`src/rtl/mem_access_unit_if.sv`:
```
// mem_access_unit_if: request/acknowledge memory bus between the access unit (master) and memory (slave)
interface mem_access_unit_if #(
    parameter int DATA_W = 32,
    parameter int ADDR_W = 32
);
    logic                  req;
    logic                  we;
    logic                  ack;
    logic [ADDR_W-1:0]     addr;
    logic [DATA_W/8-1:0]   be;
    logic [DATA_W-1:0]     wdata;
    logic [DATA_W-1:0]     rdata;

    modport master(output req, we, addr, be, wdata, input ack, rdata);
    modport slave(input req, we, addr, be, wdata, output ack, rdata);
endinterface

```
`src/rtl/mem_access_unit.sv`:
```
// mem_access_unit: fetch/load-store sequencer onto a wait-state bus; MAU_PERF_CNT_EN adds perf counters
module mem_access_unit #(
    parameter int DATA_W         = 32,
    parameter int ADDR_W         = 32,
    parameter int TIMEOUT_CYCLES = 255
) (
    input  logic                clk,
    input  logic                rst_n,
    input  logic                if_req,
    input  logic [ADDR_W-1:0]   if_addr,
    output logic                if_valid,
    output logic [31:0]         if_rdata,
    input  logic                d_req,
    input  logic                d_we,
    input  logic [2:0]          d_funct3,
    input  logic [ADDR_W-1:0]   d_addr,
    input  logic [DATA_W-1:0]   d_wdata,
    output logic                d_valid,
    output logic [DATA_W-1:0]   d_rdata,
    output logic                err,
    output logic                busy,
`ifdef MAU_PERF_CNT_EN
    output logic [31:0]         perf_fetches,
    output logic [31:0]         perf_data,
    output logic [31:0]         perf_wait,
`endif
    mem_access_unit_if.master   bus
);
    localparam int BE_W  = DATA_W / 8;
    localparam int OFF_W = $clog2(BE_W);
    localparam int CW    = TIMEOUT_CYCLES > 1 ? $clog2(TIMEOUT_CYCLES + 1) : 1;

    typedef enum logic [1:0] {IDLE, BUS, RESP} state_t;
    state_t state, state_nx;

    logic              is_d_r, we_r, err_r;
    logic [2:0]        f3_r;
    logic [OFF_W-1:0]  off_r;
    logic [ADDR_W-1:0] addr_r;
    logic [BE_W-1:0]   be_r;
    logic [DATA_W-1:0] wdata_r, rdata_r;
    logic [CW-1:0]     cnt;

    logic              accept, legal, misal, fault, tmo, sgn;
    logic [ADDR_W-1:0] a_addr;
    logic [2:0]        a_f3;
    logic [1:0]        sz;
    logic [OFF_W-1:0]  a_off;
    logic [BE_W-1:0]   a_be;
    logic [DATA_W-1:0] sh, mask, ext;

    // request decode (data wins over fetch), bus timeout and load lane/extension
    always_comb begin
        accept = d_req | if_req;
        a_addr = d_req ? d_addr : if_addr;
        a_f3   = d_req ? d_funct3 : 3'b010;
        sz     = a_f3[1:0];
        a_off  = a_addr[OFF_W-1:0];
        legal  = !d_req || ((a_f3 inside {3'b000, 3'b001, 3'b010, 3'b100, 3'b101} ||
                 (DATA_W == 64 && a_f3 inside {3'b011, 3'b110})) && !(d_we && a_f3[2]));
        misal  = sz == 2'd1 ? a_addr[0] : sz == 2'd2 ? |a_addr[1:0] : sz == 2'd3 ? |a_addr[2:0] : 1'b0;
        fault  = !legal || misal;
        a_be   = BE_W'(sz == 2'd0 ? 8'h01 : sz == 2'd1 ? 8'h03 : sz == 2'd2 ? 8'h0F : 8'hFF) << a_off;
        tmo    = TIMEOUT_CYCLES != 0 && cnt == CW'(TIMEOUT_CYCLES - 1) && !bus.ack;
        sh     = bus.rdata >> {off_r, 3'b000};
        mask   = f3_r[1:0] == 2'd0 ? DATA_W'(8'hFF) : f3_r[1:0] == 2'd1 ? DATA_W'(16'hFFFF) :
                 f3_r[1:0] == 2'd2 ? DATA_W'(32'hFFFF_FFFF) : '1;
        sgn    = !f3_r[2] && (f3_r[1:0] == 2'd0 ? sh[7] : f3_r[1:0] == 2'd1 ? sh[15] :
                 f3_r[1:0] == 2'd2 ? sh[31] : sh[DATA_W-1]);
        ext    = sgn ? sh | ~mask : sh & mask;
    end

    // state register
    always_ff @(posedge clk or negedge rst_n) begin
        if (!rst_n) state <= IDLE;
        else        state <= state_nx;
    end

    // next state: faults skip the bus; ack beats a simultaneous timeout
    always_comb begin
        state_nx = state == IDLE ? (accept ? (fault ? RESP : BUS) : IDLE) :
                   state == BUS  ? ((bus.ack || tmo) ? RESP : BUS) : IDLE;
    end

    // outputs decoded from state and latched transaction fields
    always_comb begin
        busy      = state != IDLE;
        bus.req   = state == BUS;
        bus.we    = bus.req && we_r;
        bus.addr  = addr_r;
        bus.be    = be_r;
        bus.wdata = wdata_r;
        if_valid  = state == RESP && !is_d_r;
        d_valid   = state == RESP && is_d_r;
        err       = state == RESP && err_r;
        if_rdata  = rdata_r[31:0];
        d_rdata   = rdata_r;
    end

    // latch the accepted request, then count wait cycles and capture read data
    always_ff @(posedge clk or negedge rst_n) begin
        if (!rst_n) begin
            is_d_r  <= 1'b0;
            we_r    <= 1'b0;
            err_r   <= 1'b0;
            f3_r    <= '0;
            off_r   <= '0;
            addr_r  <= '0;
            be_r    <= '0;
            wdata_r <= '0;
            rdata_r <= '0;
            cnt     <= '0;
        end else if (state == IDLE && accept) begin
            is_d_r  <= d_req;
            we_r    <= d_req && d_we;
            err_r   <= fault;
            f3_r    <= a_f3;
            off_r   <= a_off;
            addr_r  <= {a_addr[ADDR_W-1:OFF_W], OFF_W'(0)};
            be_r    <= a_be;
            wdata_r <= (d_req && d_we) ? d_wdata << {a_off, 3'b000} : '0;
            rdata_r <= '0;
        end else if (state == BUS) begin
            cnt   <= (bus.ack || tmo) ? '0 : cnt + CW'(1);
            err_r <= tmo;
            if (bus.ack && !we_r) rdata_r <= ext;
        end
    end

`ifdef MAU_PERF_CNT_EN
    // wrapping event counters for completed fetches, data accesses and wait cycles
    always_ff @(posedge clk or negedge rst_n) begin
        if (!rst_n) begin
            perf_fetches <= '0;
            perf_data    <= '0;
            perf_wait    <= '0;
        end else begin
            perf_fetches <= perf_fetches + 32'(if_valid);
            perf_data    <= perf_data + 32'(d_valid);
            perf_wait    <= perf_wait + 32'(state == BUS && !bus.ack);
        end
    end
`endif
endmodule

```
`src/flat_wrapper.sv`:
```
// flat-port wrapper written by rule: the top's interface ports become plain ports
module mem_access_unit_flat 
#(
    parameter int DATA_W         = 32,
    parameter int ADDR_W         = 32,
    parameter int TIMEOUT_CYCLES = 255
)
  (clk, rst_n, if_req, if_addr, if_valid, if_rdata, d_req, d_we, d_funct3, d_addr, d_wdata, d_valid, d_rdata, err, busy, bus_req, bus_we, bus_addr, bus_be, bus_wdata, bus_ack, bus_rdata);
  mem_access_unit_if #(.DATA_W(DATA_W), .ADDR_W(ADDR_W)) bus_i ();
  input  logic clk;
  input  logic rst_n;
  input  logic if_req;
  input  logic [ADDR_W-1:0] if_addr;
  output logic if_valid;
  output logic [31:0] if_rdata;
  input  logic d_req;
  input  logic d_we;
  input  logic [2:0] d_funct3;
  input  logic [ADDR_W-1:0] d_addr;
  input  logic [DATA_W-1:0] d_wdata;
  output logic d_valid;
  output logic [DATA_W-1:0] d_rdata;
  output logic err;
  output logic busy;
  output wire logic [$bits(bus_i.req)-1:0] bus_req;
  output wire logic [$bits(bus_i.we)-1:0] bus_we;
  output wire logic [$bits(bus_i.addr)-1:0] bus_addr;
  output wire logic [$bits(bus_i.be)-1:0] bus_be;
  output wire logic [$bits(bus_i.wdata)-1:0] bus_wdata;
  input wire logic [$bits(bus_i.ack)-1:0] bus_ack;
  input wire logic [$bits(bus_i.rdata)-1:0] bus_rdata;
  assign bus_req = bus_i.req;
  assign bus_we = bus_i.we;
  assign bus_addr = bus_i.addr;
  assign bus_be = bus_i.be;
  assign bus_wdata = bus_i.wdata;
  assign bus_i.ack = bus_ack;
  assign bus_i.rdata = bus_rdata;
  mem_access_unit #(.DATA_W(DATA_W), .ADDR_W(ADDR_W), .TIMEOUT_CYCLES(TIMEOUT_CYCLES)) u_core (.clk(clk), .rst_n(rst_n), .if_req(if_req), .if_addr(if_addr), .if_valid(if_valid), .if_rdata(if_rdata), .d_req(d_req), .d_we(d_we), .d_funct3(d_funct3), .d_addr(d_addr), .d_wdata(d_wdata), .d_valid(d_valid), .d_rdata(d_rdata), .err(err), .busy(busy), .bus(bus_i));
endmodule
```
`config.mk`:
```
export PLATFORM = sky130hd
export DESIGN_NAME = mem_access_unit_flat
export DESIGN_NICKNAME = d
export VERILOG_FILES = /design/src/rtl/mem_access_unit_if.sv /design/src/rtl/mem_access_unit.sv /design/src/flat_wrapper.sv
export SDC_FILE = /design/constraint.sdc
export NUM_CORES = 1
export LEC_CHECK = 0
export ABC_AREA = 1
export BUFFER_PORTS_ARGS = -buffer_cell sky130_fd_sc_hd__clkbuf_2
export CORE_ASPECT_RATIO = 0.6
export CORE_UTILIZATION = 48
export CTS_CLUSTER_DIAMETER = 120
export DETAILED_ROUTE_END_ITERATION = 16
export PLACE_DENSITY = 0.8
export SLEW_MARGIN = 20
export SYNTH_ARGS = -nofsm -noshare
export SYNTH_HDL_FRONTEND = slang
export SYNTH_SLANG_ARGS = --single-unit
export TNS_END_PERCENT = 1
```
`constraint.sdc`:
```
create_clock -name clk -period 1.8 [get_ports clk]
set_input_delay 0.18 -clock clk [delete_from_list [all_inputs] [get_ports clk]]
set_output_delay 0.18 -clock clk [all_outputs]
set_load 0.02 [all_outputs]
```
==> flow_metrics.env <==
export IMPL_r2r_end="u_core.d_rdata[22]$_DFFE_PN0P_"
export IMPL_start_util=0.504
export IMPL_power_density_nw_per_um2=1620
export IMPL_grt_pass1_vias=5790
export IMPL_design_area_um2=8210
export IMPL_synthSimpleGateAreaFrac=0.278
export IMPL_synth_edff_count=0
export IMPL_syn_area_um2=6220
export IMPL_setup_tns_ns=0
export IMPL_synthAdderAreaFrac=0.00403
export IMPL_die_h_um=90.1
export IMPL_ys_seq_elements=116
export IMPL_ys_types=36
export IMPL_cp_num_buf_inv=3
export IMPL_overflow=0
export IMPL_path_max_fanout=5
export IMPL_dr_first_iter_drc_count=556
export IMPL_p_total_w=0.0133
export IMPL_via_per_inst=5.25
export IMPL_die_w_um=149
export IMPL_worst_path_stages=5
export IMPL_core_area_um2=12300
export IMPL_grt_util_all_layers=0.288
export IMPL_clock_skew_ns=0.0102
export IMPL_hpwlAfterDp_um=14200
export IMPL_core_rowCount=31
export IMPL_arrival_ns=1.49
export IMPL_cts_max_level=4
export IMPL_setup_viol=0
export IMPL_synth_compound_area_share=0.142
export IMPL_hold_violations=0
export IMPL_rsz0062_at_grt="no"
export IMPL_synth_top_family_by_area="simple AND/OR/NAND/NOR gates"
export IMPL_wl_um=18800
export IMPL_maxCapViolCount=0
export IMPL_p_leak_nw=4.49
export IMPL_syn_to_final_growth_pct=32.1
export IMPL_yosys_warnings=0
export IMPL_grt_pass1_wl_um=29900
export IMPL_avgSynthCellArea_um2=7.64
export IMPL_peakVddDrop_mv=0.856
export IMPL_drtPass1Iterations=5
export IMPL_slew_violations=0
export IMPL_synth_top_cell_by_area="dfrtp_1"
export IMPL_syn_inst=814
export IMPL_top_level_ports=275
export IMPL_clk_path_buf_depth=2
export IMPL_ff2ff_setup_slack_ns=0.23
export IMPL_path_cells="inv_2, nand2_1, buf_4, nor2_1, clkbuf_2"
export IMPL_ant_nets=0
export IMPL_period_share=0.926
export IMPL_cp_endpoint="bus_we"
export IMPL_ys_flop_type="dfrtp_1"
export IMPL_placed_cell_area_um2=7560
export IMPL_clk_latency_ns=0.40
export IMPL_cts_clk_slew_worst_paths_ns=0.05
export IMPL_worst_path_max_delay_cell="dfrtp_1"
export IMPL_gp_congestion=0.926
export IMPL_drive_gt1_frac=0.330
export IMPL_post_cts_resized=0
export IMPL_synthMuxAreaShare=0.00161
export IMPL_endpoint_kind="output pin"
export IMPL_port_buffers=272
export IMPL_yosysSeqAreaShare=0.467
export IMPL_clock_sinks=116
export IMPL_crit_reg2reg_launch="u_core.off_r[0]$_DFFE_PN0P_"
export IMPL_post_synth_top_count_cell="nand2_1"
export IMPL_crit_path_max_incr_delay_ns=0.39
export IMPL_cts_made_buffers=17
export IMPL_grt_max_degree=68
export IMPL_max_freq_mhz=600
export IMPL_dieArea_um2=13400
export IMPL_async_flop_share=1.00
export IMPL_wl_per_cell_um=15.3
export IMPL_fillCellCount=1066
export IMPL_vias=6447
export IMPL_hp_class="input port to flip-flop"
export IMPL_crit_type="flip-flop to output pin"
export IMPL_post_route_min_period_ns=1.67
export IMPL_worstSetupStartpointType="flip-flop"
export IMPL_critPathLaunch="u_core.state[1]$_DFF_PN0_"
export IMPL_yosys_area_top_type_share=0.467
export IMPL_antenna_found_initial=0
export IMPL_outcome="completed"
export IMPL_drc=0
export IMPL_worstRegToRegCells=8
export IMPL_antenna_cells=0
export IMPL_synthTopCellsByArea="dfrtp_1, nand2_1, buf_4"
export IMPL_root_buffer="clkbuf_16"
export IMPL_synth_xor_area_frac=0.00282
export IMPL_cts_tree="done"
export IMPL_nets=1189
export IMPL_cp_top_family="buffers and inverters"
export IMPL_required_ns=1.62
export IMPL_synth_common_cells="nand2_1, dfrtp_1, nor2_1"
==> metal layers <==
| metal | up-vias | wire [um] | track usage | share of wire |
|---|---|---|---|---|
| met4 | 0 | 173 | 0.0765 | 0.0092 |
| met1 | 3018 | 8500 | 0.426 | 0.45 |
| met5 | - | 0 | 0 | 0 |
| li1 | 3101 | - | - | - |
| met3 | 17 | 1630 | 0.0538 | 0.087 |
| met2 | 311 | 8510 | 0.429 | 0.45 |
==> cells by family (layout without fill, tap and decap cells) <==
logic type / count (synthesis) / in the layout
other: 1 / 2
flip-flops: 116 / 116
AND/OR/NAND/NOR: 424 / 424
AO/OA/AOI/OAI: 146 / 146
buffers and inverters: 122 / 370
XOR/XNOR: 2 / 2
adder cells (fa/ha/maj): 2 / 2
multiplexers: 1 / 1
==> state kept, by name, summed over array words and instances (netlist names) <==
signal and count:
u_core.bus.addr 30, u_core.bus.be 4, u_core.bus.wdata 32, u_core.cnt 8, u_core.d_rdata 32, u_core.err_r 1, u_core.f3_r 3, u_core.is_d_r 1
u_core.off_r 2, u_core.state 2, u_core.we_r 1
==> worst min path at each step <==
stage | from | end | cells after the start
floorplan | rst_n | u_core.bus.addr[10]$_DFFE_PN0P_ | 0
global placement | rst_n | u_core.bus.wdata[10]$_DFFE_PN0P_ | 1
detailed placement | rst_n | u_core.bus.wdata[25]$_DFFE_PN0P_ | 1
CTS | if_addr[9] | u_core.bus.addr[9]$_DFFE_PN0P_ | 3
global route | if_addr[9] | u_core.bus.addr[9]$_DFFE_PN0P_ | 3
finish | if_addr[21] | u_core.bus.addr[21]$_DFFE_PN0P_ | 3
==> report_power, final <==
group          internal [W]  switching (W)
sequential          0.00349       0.000624
clock               0.00243        0.00122
combinational       0.00180        0.00372
==> per-stage QoR <==
step / setup WS (ns) / instances / utilization / hold slack, ns
final: 0.133 / 1228 / 0.666 / 0.0185
after global routing: 0.0593 / 1228 / 0.666 / 0.0177
after CTS: 0.128 / 1228 / 0.666 / 0.00913
after detailed placement: 0.230 / 1195 / 0.613 / 0.119
after global placement: 0.288 / 1195 / 0.613 / 0.118
after floorplan: 0.344 / 815 / - / -0.116
==> final cells by class <==
class,count,area [um2],area share
Clock buffer,20,467,0.0568
Clock inverter,12,178,0.0216
Inverter,43,161,0.0197
Multi-Input combinational cell,577,2670,0.325
Sequential cell,116,2900,0.353
Tap cell,165,206,0.0251
Timing Repair Buffer,295,1630,0.198
==> worst reg2reg max path: stages, from the launching register on <==
cell and delay (ns):
dfrtp_1 0.40, inv_2 0.19, buf_4 0.31, nand2_1 0.08, nand2_1 0.13, nand2_1 0.09
a21oi_1 0.14, nand2_1 0.07, nand2_1 0.08
==> cells in the final DEF, fill, tap and decap left out, types with 2 or more instances in the layout <==
master and count:
a21oi_1 30, a22o_1 9, a31oi_1 30, buf_12 7, buf_4 16, bufinv_16 4, clkbuf_16 17, clkbuf_2 271
clkbuf_8 3, clkinv_2 2, clkinv_4 2, clkinvlp_4 4, conb_1 2, dfrtp_1 116, ha_1 2, inv_1 34
inv_2 9, nand2_1 293, nand3_1 48, nor2_1 61, nor2_2 2, nor2_4 4, nor3_1 4, o211ai_1 24
o21ai_0 45, o21ai_1 2, or2_0 3, or2_2 6
==> repair_timing <==
action,CTS,global route
hold buffers,1,0
setup buffers,0,0
endpoints found under the hold margin,24,0
Power figures use the tool's default switching activity.
